File: config.mk
export PLATFORM = sky130hd
export DESIGN_NAME = load_cmd_scheduler
export DESIGN_NICKNAME = d
export VERILOG_FILES = /design/src/rtl/load_sched_pkg.sv /design/src/rtl/load_cmd_fifo.sv /design/src/rtl/load_cmd_scheduler.sv
export SDC_FILE = /design/constraint.sdc
export NUM_CORES = 1
export LEC_CHECK = 0
export ABC_AREA = 1
export BUFFER_PORTS_ARGS = -buffer_cell sky130_fd_sc_hd__clkbuf_2
export CAP_MARGIN = 20
export CORE_MARGIN = 1
export CORE_UTILIZATION = 26
export DETAILED_ROUTE_END_ITERATION = 8
export GPL_TIMING_DRIVEN = 0
export SLEW_MARGIN = 10
export SYNTH_ARGS = -nofsm -noshare
export SYNTH_HDL_FRONTEND = slang
export SYNTH_SLANG_ARGS = --single-unit
File: constraint.sdc
create_clock -name clk -period 4 [get_ports clk]
set_input_delay 0.2 -clock clk [delete_from_list [all_inputs] [get_ports clk]]
set_output_delay 0.2 -clock clk [all_outputs]
set_load 0.02 [all_outputs]
File: src/rtl/load_sched_pkg.sv
// Shared types for the load command scheduler: FSM states, AXI response code
// and the packed 45-bit load command carried through the command FIFO.
package load_sched_pkg;

  localparam logic [1:0] RESP_OKAY = 2'b00;

  localparam int ID_W   = 8;
  localparam int ADDR_W = 12;
  localparam int LEN_W  = 8;
  localparam int SIZE_W = 3;
  localparam int TYPE_W = 2;

  typedef enum logic [2:0] {
    IDLE,
    ISSUE,
    WAIT_AR,
    WAIT_R,
    CHECK,
    REPORT
  } state_t;

  typedef struct packed {
    logic [ID_W-1:0]   id;
    logic [ADDR_W-1:0] dram_addr;
    logic [LEN_W-1:0]  len;
    logic [SIZE_W-1:0] size;
    logic [ADDR_W-1:0] ld_addr;
    logic [TYPE_W-1:0] sram_type;
  } load_cmd_t;

endpackage

File: src/rtl/load_cmd_fifo.sv
// Command queue for the load scheduler; head entry is visible combinationally.
module load_cmd_fifo
  import load_sched_pkg::*;
#(
  parameter int DEPTH = 4
) (
  input  logic      clk,
  input  logic      rst_n,
  input  logic      push,
  input  logic      pop,
  input  load_cmd_t wdata,
  output load_cmd_t head,
  output logic      full,
  output logic      empty
);

  localparam int AW = $clog2(DEPTH);

  load_cmd_t   mem [DEPTH];
  logic [AW:0] wr_ptr;
  logic [AW:0] rd_ptr;

  // Extra pointer bit tells full from empty when the index bits match.
  assign empty = (wr_ptr == rd_ptr);
  assign full  = (wr_ptr[AW] != rd_ptr[AW]) && (wr_ptr[AW-1:0] == rd_ptr[AW-1:0]);
  assign head  = mem[rd_ptr[AW-1:0]];

  always_ff @(posedge clk or negedge rst_n) begin
    if (!rst_n) begin
      wr_ptr <= '0;
      rd_ptr <= '0;
    end else begin
      if (push && !full)
        wr_ptr <= wr_ptr + {{AW{1'b0}}, 1'b1};
      if (pop && !empty)
        rd_ptr <= rd_ptr + {{AW{1'b0}}, 1'b1};
    end
  end

  always_ff @(posedge clk) begin
    if (push && !full)
      mem[wr_ptr[AW-1:0]] <= wdata;
  end

endmodule

File: src/rtl/load_cmd_scheduler.sv
// Issues queued DRAM-to-SRAM load commands one at a time and reports completion.
// Optional retry of errored commands is enabled by defining LOAD_SCHED_RETRY_EN.
module load_cmd_scheduler
  import load_sched_pkg::*;
#(
  parameter int DEPTH     = 4,
  parameter int MAX_RETRY = 3
) (
  input  logic        clk,
  input  logic        rst_n,
  input  logic        cmd_vld,
  output logic        cmd_rdy,
  input  logic [7:0]  cmd_id,
  input  logic [11:0] cmd_dram_addr,
  input  logic [7:0]  cmd_len,
  input  logic [2:0]  cmd_size,
  input  logic [11:0] cmd_ld_addr,
  input  logic [1:0]  cmd_sram_type,
  output logic        ctrl_load_vld,
  output logic [7:0]  ctrl_load_id,
  output logic [11:0] ctrl_load_dram_addr,
  output logic [7:0]  ctrl_load_len,
  output logic [2:0]  ctrl_load_size,
  output logic [11:0] ctrl_load_ld_addr,
  output logic [1:0]  ctrl_load_sram_type,
  input  logic        axi_arvld,
  input  logic        axi_arrdy,
  input  logic        axi_rvld,
  input  logic        axi_rrdy,
  input  logic        axi_rlast,
  input  logic [1:0]  axi_rresp,
  input  logic [7:0]  axi_rid,
  output logic        done_vld,
  output logic [7:0]  done_id,
  output logic        done_err,
  output logic        busy
);

  state_t     state, state_nxt;
  load_cmd_t  cmd_in, head, head_vis;
  logic       fifo_full, fifo_empty, push, pop;
  logic [8:0] beat_cnt, beat_cnt_inc;
  logic       err_flag, beat_acc, beat_err, retry_ok;

  assign cmd_in = '{id: cmd_id, dram_addr: cmd_dram_addr, len: cmd_len,
                    size: cmd_size, ld_addr: cmd_ld_addr, sram_type: cmd_sram_type};
  assign cmd_rdy = ~fifo_full;
  assign push    = cmd_vld & ~fifo_full;

  load_cmd_fifo #(.DEPTH(DEPTH)) u_fifo (
    .clk   (clk),
    .rst_n (rst_n),
    .push  (push),
    .pop   (pop),
    .wdata (cmd_in),
    .head  (head),
    .full  (fifo_full),
    .empty (fifo_empty)
  );

  // Unwritten FIFO storage must not leak onto the payload outputs.
  assign head_vis            = fifo_empty ? '0 : head;
  assign ctrl_load_id        = head_vis.id;
  assign ctrl_load_dram_addr = head_vis.dram_addr;
  assign ctrl_load_len       = head_vis.len;
  assign ctrl_load_size      = head_vis.size;
  assign ctrl_load_ld_addr   = head_vis.ld_addr;
  assign ctrl_load_sram_type = head_vis.sram_type;

  assign beat_acc     = (state == WAIT_R) & axi_rvld & axi_rrdy & (axi_rid == head.id);
  assign beat_cnt_inc = beat_cnt + 9'd1;
  assign beat_err     = (axi_rresp != RESP_OKAY)
                      | (axi_rlast & (beat_cnt != {1'b0, head.len}))
                      | (~axi_rlast & (beat_cnt_inc > {1'b0, head.len}));

  always_ff @(posedge clk or negedge rst_n) begin
    if (!rst_n) begin
      beat_cnt <= '0;
      err_flag <= 1'b0;
    end else if (state == ISSUE) begin
      beat_cnt <= '0;
      err_flag <= 1'b0;
    end else if (beat_acc) begin
      if (beat_cnt != '1)
        beat_cnt <= beat_cnt_inc;
      if (beat_err)
        err_flag <= 1'b1;
    end
  end

`ifdef LOAD_SCHED_RETRY_EN
  localparam int RETRY_W = (MAX_RETRY < 1) ? 1 : $clog2(MAX_RETRY + 1);
  logic [RETRY_W-1:0] retry_cnt;

  assign retry_ok = err_flag & (retry_cnt < RETRY_W'(MAX_RETRY));

  always_ff @(posedge clk or negedge rst_n) begin
    if (!rst_n)
      retry_cnt <= '0;
    else if ((state == CHECK) && retry_ok)
      retry_cnt <= retry_cnt + RETRY_W'(1);
    else if (state == REPORT)
      retry_cnt <= '0;
  end
`else
  assign retry_ok = 1'b0;
`endif

  always_ff @(posedge clk or negedge rst_n) begin
    if (!rst_n)
      state <= IDLE;
    else
      state <= state_nxt;
  end

  always_comb begin
    state_nxt = state;
    unique case (state)
      IDLE:    if (!fifo_empty) state_nxt = ISSUE;
      ISSUE:   state_nxt = WAIT_AR;
      WAIT_AR: if (axi_arvld && axi_arrdy) state_nxt = WAIT_R;
      WAIT_R:  if (beat_acc && axi_rlast) state_nxt = CHECK;
      CHECK:   state_nxt = retry_ok ? ISSUE : REPORT;
      REPORT:  state_nxt = IDLE;
      default: state_nxt = IDLE;
    endcase
  end

  always_comb begin
    ctrl_load_vld = (state == ISSUE);
    done_vld      = (state == REPORT);
    done_err      = (state == REPORT) & err_flag;
    done_id       = (state == REPORT) ? head.id : '0;
    pop           = (state == REPORT);
    busy          = ~fifo_empty | (state != IDLE);
  end

endmodule
==> run_results.csv <==
group,metric,value,unit
worst_hold_path,hp-class,"in2reg",
timing,fin_skew,0.0107,ns
final_layout,layout-drive-gt1-share,0.214,
global_routing,track_usage,0.133,
route,num_vias,6224,
timing,period_needed,3.04,ns
global_routing,grt_max_degree,25,
timing,fmax,329,MHz
floorplanning,io_pins,121,
route,first_pass_iters,5,
power,clockPowerShare,0.281,
floorplanning,rows,67,
final_layout,multiInputGateArea,0.00250,mm^2
power,pwr-share-comb,0.292,
power,power_density,583,mW/mm^2
synthesis,synth_edf_count,180,
synthesis,yosysSeqAreaShare,0.664,
global_routing,grt_pass1_vias,6210,
critical_path,crit_chain,"buf_6, buf_8, buf_6, clkbuf_1, nor2_1, o22ai_1, ha_1, nor2_1, nand2_1, nor2_1, nand2_1, nor2_1, nor2_1, nor2_1, nor2_1",
floorplanning,die_h,187,um
synthesis,netlist_area,0.00886,mm^2
cts,cts_buffer_depth,2,
timing,setup_viol_count_final,0,
cts,cts.root.buffer_cell,"clkbuf_16",
final_layout,area_growth_syn_to_layout,27.2,%
synthesis,synth_nets,871,
power,p_sw,2220,uW
final_layout,antenna_cells,0,
timing,slew_viol_final,0,
cts,post_cts_resized,0,
critical_path,cp-start-kind,"register",
run_status,outcome,"completed",
placement,port_buffers,120,
power,intPower,4340,uW
synthesis,synthTopCellsByCount,"edfxtp_1 (180), nand2_1 (147), nor2_1 (97)",
route,viasPerCell,4.31,
synthesis,ys_async_sr_fraction,0.0955,
floorplanning,die_area,0.0348,mm^2
power,ir_worst_vdd,0.000322,V
final_layout,area.sequential,0.00588,mm^2
route,drt_wl_total,22.5,mm
critical_path,r2r_cells,15,
timing,hold_violations,0,
cts,cts_buffers,17,
power,seqPwrFrac,0.427,
worst_hold_path,hold-path-cell-count,3,
synthesis,netlist_instances,793,
floorplanning,fp.dieW,187,um
synthesis,synth_top_area_frac,0.610,
synthesis,yosys.area.top_type,"edfxtp_1",
critical_path,slowest_stage,"clkbuf_1",
cts,insertion_delay,0.44,ns
floorplanning,core,0.0335,mm^2
cts,cts_num_sinks,199,
final_layout,fillCellCount,3427,
final_layout,nets,1062,
synthesis,yosysWarnings,0,
critical_path,worstPathRequired,4.32,ns
power,p_leak,0.00466,uW
critical_path,criticalPathCategory,"reg2reg",
timing,min_period_over_period,0.761,
global_routing,antenna_found_initial,1,
global_routing,grt.overflow.total,0,
route,avgRoutedWirePerCell,15.6,um
critical_path,arrival,3.36,ns
placement,gp_congestion,0.825,
route,postRouteAntennaNets,0,
synthesis,synth_most_common_cell,"edfxtp_1",
synthesis,ys_types,37,
floorplanning,start_util,0.264,
flow_run,cap_violations,0,
route,remaining_drc_errors,0,
placement,dp_hpwl,15.1,mm
synthesis,synth_seq_cells,199,
synthesis,yosys-top-cells-area,"edfxtp_1 (61%), nand2_1 (6.2%), dfrtp_1 (5.4%), nor2_1 (4.1%), o21ai_0 (3.4%)",
synthesis,ys.flop_type,"edfxtp_1",
timing,worst_pin_slew,0.870,ns
timing,slew_headroom,0.419,
cts,cts_htree_levels,4,
cts,cts_tree,"done",
critical_path,critPathMaxFanout,10,
critical_path,worst_setup_path_end_kind,"register",
timing,rsz0062_at_grt,"false",
synthesis,synth_area_per_cell,11.2,um^2
critical_path,crit_path_frequent_cell,"nor2_1",
timing,totalNegativeSetupSlack,0,ns
critical_path,max_stage_delay,0.50,ns
cts,clkTransAtPathRegs,0.07,ns
route,drt_iter0_drc,368,
global_routing,grt_pass1_wl,34.6,mm
power,power.share.switching,0.338,
timing,whs,0.0600,ns
[cells in the final DEF (no fill, tap or decap), types with 2 or more instances in the layout]
cell           netlist  final
edfxtp_1           180    180
nand2_1            147    147
clkbuf_2             0    120
nor2_1              97     94
inv_1               78     78
o21ai_0             61     61
nand3_1             54     54
dlygate4sd3_1        0     46
o22ai_1             31     31
clkbuf_1            18     21
dfrtp_1             19     19
clkbuf_16            0     17
ha_1                15     15
nand3_2             13     13
nand2_2             10     10
buf_2                9      9
nor3_1               8      8
xor2_1               8      8
xnor2_1              6      6
nor2_4               2      6
a21oi_1              6      6
buf_6                5      5
o21ai_2              5      5
buf_12               0      5
nand3b_1             4      4
bufinv_16            0      4
clkinvlp_4           0      3
xor2_2               2      2
inv_6                0      2
[cells by family (layout without fill, tap and decap cells)]
kind of cell / Yosys count / in the layout / synth area share
AOI/OAI and AO/OA: 104 / 104 / 0.0656
xor gates and xnor gates: 17 / 17 / 0.0194
adders and majority gates: 15 / 15 / 0.0212
buffers and inverters: 116 / 320 / 0.0565
DFF: 199 / 199 / 0.664
and+or+nand+nor: 342 / 342 / 0.173
[critical path, delay by kind of cell, from the launching register on]
family | cells | cell delay (ns)
AOI/OAI and AO/OA | 1 | 0.40
adders and majority gates | 1 | 0.34
buffers and inverters | 4 | 1.01
DFF | 1 | 0.42
and+or+nand+nor | 9 | 0.74
[power by group through the flow]
stage / registers (uW) / logic, uW / clock network, uW
6_report: 2800 / 1920 / 1850
5_1_grt: 2830 / 2120 / 1960
4_1_cts: 2800 / 1960 / 1890
3_5_place_dp: 2850 / 1920 / 0
3_3_place_gp: 2890 / 1790 / 0
2_1_floorplan: 2850 / 1140 / 0
[final cells by class]
type	count	share of cell area
Sequential cell	199	0.522
Multi-Input combinational cell	478	0.222
Timing Repair Buffer	172	0.106
Tap cell	448	0.0498
Clock buffer	20	0.0388
Inverter	81	0.0271
Clock inverter	12	0.0174
Buffer	35	0.0173
[what timing repair did]
item	in CTS	in global routing
setup buffers	0	0
endpoints found under the hold margin	199	0
hold buffers	46	0
[state kept, by name, summed over array words and instances (netlist names)]
signal	cells
beat_cnt	9
state	3
u_fifo.rd_ptr	3
err_flag	1
u_fifo.wr_ptr	3
u_fifo.mem	180
[per-stage QoR]
| stage | setup slack [ns] | area [um^2] | total power, uW | instances | util |
|---|---|---|---|---|---|
| 4_1_cts | 0.894 | 11300 | 6650 | 1445 | 0.336 |
| 3_3_place_gp | -1.54 | 10000 | 4680 | 1361 | 0.299 |
| 3_5_place_dp | 0.928 | 10200 | 4760 | 1367 | 0.303 |
| 6_report | 0.958 | 11300 | 6570 | 1445 | 0.336 |
| 2_1_floorplan | 0.317 | 8860 | 3990 | 793 | - |
| 5_1_grt | 0.644 | 11300 | 6910 | 1445 | 0.336 |
[path summary, 6_finish.rpt]
path                                         startpoint                            to  slack, ns
max                        u_fifo.rd_ptr[0]$_DFFE_PN0P_          err_flag$_DFFE_PN0P_       0.96
min                                           axi_rlast          state[2]$_DFFE_PN0P_       0.06
max reg2reg                u_fifo.rd_ptr[0]$_DFFE_PN0P_          err_flag$_DFFE_PN0P_       0.96
min reg2reg                u_fifo.wr_ptr[2]$_DFFE_PN0P_  u_fifo.wr_ptr[2]$_DFFE_PN0P_       0.49
max in group asynchronous                         rst_n  u_fifo.wr_ptr[0]$_DFFE_PN0P_       3.39
min in group asynchronous                         rst_n  u_fifo.rd_ptr[1]$_DFFE_PN0P_       0.27
[layer usage]
metal | wire (um) | track usage | vias up
met5 | 13 | 0 | -
met4 | 421 | 0.0495 | 2
met3 | 1070 | 0.0271 | 32
met2 | 10900 | 0.225 | 169
met1 | 10100 | 0.168 | 2935
li1 | - | - | 3086
Power figures use the tool's default switching activity.
